<file path="src/rtl/riscv_pkg.sv">
// Shared load/store constants, FSM state type and access-size decode for the
// memory-stage LSU.
package riscv_pkg;

  localparam logic [2:0] F3_LB  = 3'd0;
  localparam logic [2:0] F3_LH  = 3'd1;
  localparam logic [2:0] F3_LW  = 3'd2;
  localparam logic [2:0] F3_LBU = 3'd4;
  localparam logic [2:0] F3_LHU = 3'd5;
  localparam logic [2:0] F3_SB  = 3'd0;
  localparam logic [2:0] F3_SH  = 3'd1;
  localparam logic [2:0] F3_SW  = 3'd2;

  localparam logic [3:0] LSU_TIMEOUT_LIM = 4'd15;

  typedef enum logic [1:0] {
    LSU_IDLE = 2'd0,
    LSU_REQ  = 2'd1,
    LSU_WAIT = 2'd2
  } lsu_state_t;

  typedef enum logic [1:0] {
    SZ_B = 2'd0,
    SZ_H = 2'd1,
    SZ_W = 2'd2
  } lsu_size_t;

  // Undefined encodings fall back to a full word; LBU/LHU codes mean nothing for stores.
  function automatic lsu_size_t lsu_size(input logic is_store, input logic [2:0] f3);
    lsu_size_t sz;
    case (f3)
      F3_LB:   sz = SZ_B;
      F3_LH:   sz = SZ_H;
      F3_LBU:  sz = is_store ? SZ_W : SZ_B;
      F3_LHU:  sz = is_store ? SZ_W : SZ_H;
      default: sz = SZ_W;
    endcase
    return sz;
  endfunction

endpackage

</file>
<file path="src/rtl/lsu_load_align.sv">
// Selects the addressed byte/halfword lane of a read word and sign- or
// zero-extends it according to funct3.
module lsu_load_align
  import riscv_pkg::*;
(
  input  logic [31:0] rdata,
  input  logic [1:0]  off,
  input  logic [2:0]  funct3,
  output logic [31:0] data
);

  logic [31:0] shifted;
  logic [7:0]  lane_b;
  logic [15:0] lane_h;

  always_comb begin
    shifted = rdata >> {off, 3'b000};
    lane_b  = shifted[7:0];
    lane_h  = off[1] ? rdata[31:16] : rdata[15:0];
    case (funct3)
      F3_LB:   data = {{24{lane_b[7]}}, lane_b};
      F3_LH:   data = {{16{lane_h[15]}}, lane_h};
      F3_LBU:  data = {24'd0, lane_b};
      F3_LHU:  data = {16'd0, lane_h};
      default: data = rdata;
    endcase
  end

endmodule

</file>
<file path="src/rtl/mem_stage_lsu.sv">
// Memory-stage load/store unit: IDLE/REQ/WAIT handshake to the data memory
// with byte lanes, load extension and a bus timeout. Misaligned-access
// trapping is enabled by defining LSU_MISALIGN_TRAP_EN.
module mem_stage_lsu
  import riscv_pkg::*;
(
  input  logic        clk,
  input  logic        rst_n,
  input  logic        mem_read_in,
  input  logic        mem_write_in,
  input  logic [2:0]  funct3_in,
  input  logic [31:0] alu_result_in,
  input  logic [31:0] rs2_data_in,
  output logic        dmem_req,
  output logic        dmem_we,
  output logic [31:0] dmem_addr,
  output logic [3:0]  dmem_be,
  output logic [31:0] dmem_wdata,
  input  logic        dmem_gnt,
  input  logic        dmem_rvalid,
  input  logic [31:0] dmem_rdata,
  output logic [31:0] load_data,
  output logic        lsu_done,
  output logic        lsu_busy,
  output logic        bus_err,
  output logic        misalign_err
);

`ifdef LSU_MISALIGN_TRAP_EN
  localparam bit TRAP_EN = 1'b1;
`else
  localparam bit TRAP_EN = 1'b0;
`endif

  lsu_state_t  state_q, state_d;
  logic        req_q, req_d;
  logic        we_q, we_d;
  logic [31:0] addr_q, addr_d;
  logic [3:0]  be_q, be_d;
  logic [31:0] wdata_q, wdata_d;
  logic [1:0]  off_q, off_d;
  logic [2:0]  f3_q, f3_d;
  logic [3:0]  cnt_q, cnt_d;
  logic [31:0] ld_q, ld_d;
  logic        done_q, done_d;
  logic        berr_q, berr_d;
  logic        merr_q, merr_d;

  logic        new_req;
  lsu_size_t   sz;
  logic [1:0]  off_in, off_al;
  logic        misaligned, trap;
  logic [3:0]  be_calc;
  logic [31:0] wdata_calc;
  logic [31:0] ld_aligned;

  lsu_load_align u_align (
    .rdata  (dmem_rdata),
    .off    (off_q),
    .funct3 (f3_q),
    .data   (ld_aligned)
  );

  // Decode of the incoming request; only consumed while IDLE.
  always_comb begin
    new_req    = mem_read_in | mem_write_in;
    sz         = lsu_size(mem_write_in, funct3_in);
    off_in     = alu_result_in[1:0];
    misaligned = 1'b0;
    off_al     = 2'b00;
    be_calc    = 4'b1111;
    wdata_calc = rs2_data_in;
    case (sz)
      SZ_B: begin
        off_al     = off_in;
        be_calc    = 4'b0001 << off_al;
        wdata_calc = {4{rs2_data_in[7:0]}};
      end
      SZ_H: begin
        misaligned = off_in[0];
        off_al     = {off_in[1], 1'b0};
        be_calc    = 4'b0011 << off_al;
        wdata_calc = {2{rs2_data_in[15:0]}};
      end
      default: misaligned = (off_in != 2'b00);
    endcase
    trap = TRAP_EN & misaligned;
  end

  always_comb begin
    state_d = state_q;
    req_d   = req_q;
    we_d    = we_q;
    addr_d  = addr_q;
    be_d    = be_q;
    wdata_d = wdata_q;
    off_d   = off_q;
    f3_d    = f3_q;
    cnt_d   = cnt_q;
    ld_d    = ld_q;
    done_d  = 1'b0;
    berr_d  = 1'b0;
    merr_d  = 1'b0;
    case (state_q)
      LSU_IDLE: begin
        if (new_req) begin
          if (trap) begin
            done_d = 1'b1;
            merr_d = 1'b1;
          end else begin
            state_d = LSU_REQ;
            req_d   = 1'b1;
            we_d    = mem_write_in;
            addr_d  = {alu_result_in[31:2], 2'b00};
            be_d    = be_calc;
            wdata_d = wdata_calc;
            off_d   = off_al;
            f3_d    = funct3_in;
            cnt_d   = 4'd0;
          end
        end
      end
      LSU_REQ: begin
        if (dmem_gnt) begin
          req_d = 1'b0;
          we_d  = 1'b0;
          cnt_d = 4'd0;
          if (we_q) begin
            state_d = LSU_IDLE;
            done_d  = 1'b1;
          end else begin
            state_d = LSU_WAIT;
          end
        end else if (cnt_q == LSU_TIMEOUT_LIM) begin
          state_d = LSU_IDLE;
          req_d   = 1'b0;
          we_d    = 1'b0;
          ld_d    = 32'd0;
          done_d  = 1'b1;
          berr_d  = 1'b1;
        end else begin
          cnt_d = cnt_q + 4'd1;
        end
      end
      LSU_WAIT: begin
        if (dmem_rvalid) begin
          state_d = LSU_IDLE;
          ld_d    = ld_aligned;
          done_d  = 1'b1;
        end else if (cnt_q == LSU_TIMEOUT_LIM) begin
          state_d = LSU_IDLE;
          ld_d    = 32'd0;
          done_d  = 1'b1;
          berr_d  = 1'b1;
        end else begin
          cnt_d = cnt_q + 4'd1;
        end
      end
      default: state_d = LSU_IDLE;
    endcase
  end

  always_ff @(posedge clk or negedge rst_n) begin
    if (!rst_n) begin
      state_q <= LSU_IDLE;
      req_q   <= 1'b0;
      we_q    <= 1'b0;
      addr_q  <= 32'd0;
      be_q    <= 4'd0;
      wdata_q <= 32'd0;
      off_q   <= 2'd0;
      f3_q    <= 3'd0;
      cnt_q   <= 4'd0;
      ld_q    <= 32'd0;
      done_q  <= 1'b0;
      berr_q  <= 1'b0;
      merr_q  <= 1'b0;
    end else begin
      state_q <= state_d;
      req_q   <= req_d;
      we_q    <= we_d;
      addr_q  <= addr_d;
      be_q    <= be_d;
      wdata_q <= wdata_d;
      off_q   <= off_d;
      f3_q    <= f3_d;
      cnt_q   <= cnt_d;
      ld_q    <= ld_d;
      done_q  <= done_d;
      berr_q  <= berr_d;
      merr_q  <= merr_d;
    end
  end

  assign dmem_req     = req_q;
  assign dmem_we      = we_q;
  assign dmem_addr    = addr_q;
  assign dmem_be      = be_q;
  assign dmem_wdata   = wdata_q;
  assign load_data    = ld_q;
  assign lsu_done     = done_q;
  assign bus_err      = berr_q;
  assign misalign_err = merr_q;
  assign lsu_busy     = (state_q != LSU_IDLE) | new_req;

endmodule

</file>
<file path="config.mk">
export PLATFORM = sky130hd
export DESIGN_NAME = mem_stage_lsu
export DESIGN_NICKNAME = d
export VERILOG_FILES = /design/src/rtl/riscv_pkg.sv /design/src/rtl/lsu_load_align.sv /design/src/rtl/mem_stage_lsu.sv
export SDC_FILE = /design/constraint.sdc
export NUM_CORES = 1
export LEC_CHECK = 0
export ABC_CLOCK_PERIOD_IN_PS = 4600
export BUFFER_PORTS_ARGS = -buffer_cell sky130_fd_sc_hd__buf_2
export CELL_PAD_IN_SITES_DETAIL_PLACEMENT = 0
export CELL_PAD_IN_SITES_GLOBAL_PLACEMENT = 1
export CORE_UTILIZATION = 39
export DETAILED_ROUTE_END_ITERATION = 10
export GPL_TIMING_DRIVEN = 0
export PLACE_DENSITY = 0.85
export RECOVER_POWER = 50
export SYNTH_ARGS = -nofsm -noshare
export SYNTH_HDL_FRONTEND = slang
export SYNTH_HIERARCHICAL = 1
export SYNTH_SLANG_ARGS = --single-unit
</file>
<file path="constraint.sdc">
create_clock -name clk -period 4.6 [get_ports clk]
set_clock_uncertainty 0.1 [all_clocks]
set_input_delay 0.46 -clock clk [delete_from_list [all_inputs] [get_ports clk]]
set_output_delay 0.46 -clock clk [all_outputs]
set_load 0.005 [all_outputs]
</file>
**Word level (Yosys, flattened, before mapping)**

Index checks and enable logic that the tools add are counted.

- Register bits: 113
- Bits of input ports: 105

- Add/subtract/negate cells: 1
- Equal/unequal tests: 14
- Shift operators: 3
- Multiplexer cells: 37
- Bitwise logic cells: 2
- Reductions and logical operators: 12

Operator list:

| cell | count |
|---|---|
| $pmux 32 s2 | 2 |
| $pmux 32 s4 | 1 |
| $mux 32 | 3 |
| $shr 32x5->8 | 1 |
| $mux 16 | 1 |
| $mux 4 | 4 |
| $mux 2 | 7 |
| $eq 3x3->1 const B | 4 |
| $pmux 4 s3 | 1 |
| $mux 1 | 10 |
| $pmux 1 s2 | 4 |
| $pmux 2 s4 | 1 |
| $pmux 4 s2 | 1 |
| $eq 3x1->1 const B | 2 |
| $logic_not 3->1 | 2 |
| $ne 2x2->1 const B | 3 |
| $pmux 2 s3 | 1 |
| $reduce_and 3->1 | 2 |
| $reduce_bool 2->1 | 3 |
| $add 4x1->4 const B | 1 |
| $eq 2x1->1 const B | 2 |
| $eq 4x4->1 const B | 1 |
| $logic_not 2->1 | 2 |
| $pmux 2 s2 | 1 |
| other kinds (7) | 9 |

**Logic depth before layout (Yosys ltp)**

- Depth in word-level cells: 4
- Depth in mapped cells: 7
- Gate-level depth less buffers: 6

**Hierarchy**

Netlist, hierarchy kept.

Modules (own cells, without submodules):

| module | times used | cells each | area an instance (um^2) |
|---|---|---|---|
| mem_stage_lsu | 1 | 465 | 4744.6 |
| lsu_load_align | 1 | 118 | 799.5 |

**Worst setup path after synthesis**

No wires, ideal clock.

- Kind: register to register
- Start point: reg off_q[0]
- End point: reg ld_q[13] (netlist: load_data[13])
- Setup time: 121 ps
- Arrival: 1678 ps
- Slack: 2701 ps
- Stages on the path, launching flop included: 7
- Path buffers: 2
- Path through: dfrtp_1 -> buf_6 -> mux4_2 -> and2_4 -> buf_6 -> a221o_1 -> a22o_1

- Longest elaborated chain between the ends: 4

RTL lines:

| element | RTL line | RTL |
|---|---|---|
| start: declaration | mem_stage_lsu.sv:41 | `logic [1:0] off_q, off_d;` |
| start signal: assignment | mem_stage_lsu.sv:171 | `off_q <= 2'd0;` |
| start signal: assignment | mem_stage_lsu.sv:185 | `off_q <= off_d;` |
| $shr 32x5->8 | lsu_load_align.sv:17 | `shifted = rdata >> {off, 3'b000};` |
| $pmux 32 s4 | lsu_load_align.sv:20 | `case (funct3)` |
| via ld_aligned[13] | mem_stage_lsu.sv:55 | `logic [31:0] ld_aligned;` |
| $mux 32 | mem_stage_lsu.sv:146 | `if (dmem_rvalid) begin` |
| $pmux 32 s2 | mem_stage_lsu.sv:104 | `case (state_q)` |
| end signal: assignment | mem_stage_lsu.sv:188 | `ld_q <= ld_d;` |
| end: declaration | mem_stage_lsu.sv:44 | `logic [31:0] ld_q, ld_d;` |

The timed path passes the listed nets, and every way through them passes these cells.
A chain may end at the register's enable or synchronous reset.

==> results.txt <==
----------------------------------------------------
[CTS]
  Clock transition time at the flip-flop clock pins of the worst setup and hold paths ... 60 ps
  Root buffer cell ... sky130_fd_sc_hd__clkbuf_16
  Number of buffers created by CTS ... 17
  # resized after CTS ... 0
  TritonCTS Sinks ... 113
  Bufs on Longest Clock Path ... 2
  Maximum level of the CTS H-tree ... 4
  TritonCTS clock tree ... yes
  Skew-Pair Late Insertion Delay ... 410 ps

[Worst setup path]
  Setup slack, reg-to-reg ... 2390 ps
  Signal arrival time at the worst endpoint ... about 2700 ps
  Worst setup EP type ... asynchronous set/reset pin
  Type of the worst setup path ... in2async
  CP required ... ~4700 ps
  Worst Setup Start Kind ... primary input
  Crit Path Max Fanout ... 60

[Global routing]
  Busiest layer in global routing ... met2
  Overall routing resource usage ... 23.60%
  Global-route congestion overflow total ... 0
  Met1 usage ... 29.94%
  Global-route wire length before repair ... 26500 µm
  Met3 Resource Use GR ... a little under 7%
  Number of global-route vias before repair ... approximately 5.1k
  Antenna violations before repair ... 0
  Met2 Resource Use GR ... 38.32%
  Pin count of the biggest net entering global routing ... 61

[Floorplanning]
  Width of the chip ... 121.2 µm
  Row count ... 43
  Placeable Area ... 13880 µm²
  Die area ... 14700 µm²
  Initial Util ... around 40%
  Vert. Die Dim ... between 100 and 150 µm
  Ports ... 211

[Finish]
  Commonest non-fill, non-tap cells in the layout ... 196 x sky130_fd_sc_hd__nand2_1, 190 x sky130_fd_sc_hd__buf_2, 113 x sky130_fd_sc_hd__dfrtp_1
  Post-route cell area ... 7415 µm²
  NumNets Final ... 923
  Number of inserted diodes ... 0
  Layout cells sized above 1 ... 29.42%
  Leading cell type in the layout, fill and taps excluded ... sky130_fd_sc_hd__nand2_1
  Combined area of the multi-input logic cells ... 2439 µm²
  Register area ... 2828 µm²
  Number of cells in the finished layout apart from fillers ... 1006
  Area growth, synth to finish ... 33.74%
  Final core occ ... 53.42%
  Number of fill cells in the layout ... about 1.3k

[Placed design]
  Final HPWL DP ... 12330 µm
  Post-Place Worst Slack ... between 2000 and 2500 ps
  Number of port buffers ... between 200 and 250
  Final Wtd Congestion ... about 0.9
  Placed Cells ... 973
  Instance area after placement ... 6847 µm²

[Status]
  Run status ... complete, but fails checks
  Violated checks ... capacitance limit, slew limit

[Power and ir drop]
  Total power per unit cell area ... 705.9 nW/µm²
  Sequential power share ... around a third
  P_sw ... 1.927 mW
  Internal Dissipation ... 3.307 mW
  Peak supply drop ... 0.3086 mV
  Share of total power consumed by net switching ... 36.81%
  Total chip power ... approximately 5.2 mW
  Leak ... slightly below 4 nW
  Gate power share ... 40.6%
  Clock share of power ... around a quarter

[Routing]
  Drc violations ... 0
  Detailed-route wire length ... 17010 µm
  Vias per std cell ... 5.234
  Number of detailed-routing iterations run before antenna repair ... 4
  Remaining antenna violation count after routing ... 0
  Post-DR wirelength/cell ... 16.90 µm
  Total via count in the routed design ... approximately 5.3k
  Drt initial violations ... 346

[STA]
  RSZ-0062 raised after global routing ... false
  Number of endpoints failing setup at the final stage ... 0
  Setup_tns ... 0 ps
  Hold_ws ... 137.5 ps
  Maximum clock frequency ... 394.7 MHz
  Worst slew pin tran ... 1530 ps
  Final Hold Fails ... 0
  Final critical path time including I/O delays and setup ... around 2500 ps
  Slew Viols, Final ... ~60
  Fraction of the cycle the final worst path needs ... 55.08%
  Worst slew margin ... -2.000%
  Final setup slack of the worst path ... 2066 ps

[Yosys]
  Instance count of the mapped netlist ... 583
  Mean instance size in the synthesized netlist ... 9.510 µm²
  Area of the mapped netlist ... ~5500 µm²
  Most common flop cell mapped by yosys ... sky130_fd_sc_hd__dfrtp_1
  Post-synth EDFFs ... 0
  Number of distinct library cells after synthesis ... 51
  Async S/R FF share, synth ... 100.0%
  Sequential area share after synthesis ... 51.00%
  Total of flip-flops plus latches after synthesis ... between 100 and 150
  Warnings, synthesis ... 6

[Job]
  Count of maximum capacitance violations ... 1

[Min path]
  Class of the worst hold path ... in2reg

----------------------------------------------------
-- worst max-delay path, stage by stage --
cell,delay [ps]
sky130_fd_sc_hd__dlygate4sd3_1,550
sky130_fd_sc_hd__buf_6,410
sky130_fd_sc_hd__clkbuf_2,1210
-- routing by layer --
metal	up-vias	share of wire (%)	wire length (µm)
li1	2475	-	-
met1	2553	42	7076
met2	218	49	8414
met3	19	7.6	1288
met4	0	1.3	226
met5	-	0	0
-- final timing paths --
kind | start | end | cells past startpoint
worst max-delay path | rst_n | dmem_be[0]$_DFFE_PN0P_ | 3
worst min-delay path | alu_result_in[28] | dmem_addr[28]$_DFFE_PN0P_ | 3
worst max register to register | off_q[0]$_DFFE_PN0P_ | load_data[26]$_DFFE_PN0P_ | 6
worst min register to register | dmem_addr[11]$_DFFE_PN0P_ | dmem_addr[11]$_DFFE_PN0P_ | 2
max in group clk | state_q[0]$_DFFE_PN0P_ | lsu_busy | 5
min in group asynchronous | rst_n | load_data[6]$_DFFE_PN0P_ | 2
-- power groups by stage --
stage,registers [mW],clock network [mW],logic [mW]
after global placement,1.71,0,2.13
final,1.72,1.39,2.12
after CTS,1.72,1.41,2.18
after global routing,1.77,1.46,2.37
after detailed placement,1.72,0,2.18
after floorplan,1.74,0,1.25
-- cells in the mapped netlist, drive strengths merged, types with 2 or more instances --
cell    number  area (µm²)
nor2        17       80.08
nand3b       8       60.06
nor2b       12       75.07
nand2b       2       12.51
o22a         8       70.07
dfrtp      113        2828
mux2i       24       240.2
inv          5       18.76
o21bai       2       15.01
and3        10       62.56
buf         31       210.2
o22ai        3       18.77
a22o        41       359.1
a221oi       8       76.32
nor3         3       20.02
nand2      196       735.7
ha           5       62.56
nor3b        2       20.02
clkbuf      15       56.30
a31oi       11       68.82
a21oi       18       90.09
o21ai       23       115.1
a221o        8       80.08
-- area by class of cell --
class / count / share of cell area, %
timing repair buffer: 209 / 13.70
tap: 180 / 3.037
buffer: 46 / 3.594
multi-input combinational: 421 / 32.89
clock inverter: 10 / 2.126
inverter: 5 / 0.2531
sequential: 113 / 38.14
clock buffer: 22 / 6.261
-- cells by family after synthesis --
family,synth area share [%]
other,0.06764
DFF,51.00
and+or+nand+nor,19.77
muxes,4.942
buffers and inverters,5.145
AOI/OAI and AO/OA,17.78
xor gates and xnor gates,0.1580
adders and majority gates,1.128
-- state kept, by name (all words and copies together) (netlist names) --
register and flops:
dmem_req 1, f3_q 3, lsu_done 1, dmem_addr 30, dmem_be 4, load_data 32
dmem_we 1, dmem_wdata 32, state_q 2, bus_err 1, cnt_q 4, off_q 2
-- timing repair --
| action | 4_1_cts | 5_1_grt |
|---|---|---|
| buffers inserted | 0 | 0 |
| hold buffers | 1 | 0 |
| hold endpoints to repair | 53 | 0 |
Note: power is estimated with default switching activity, not from simulation.
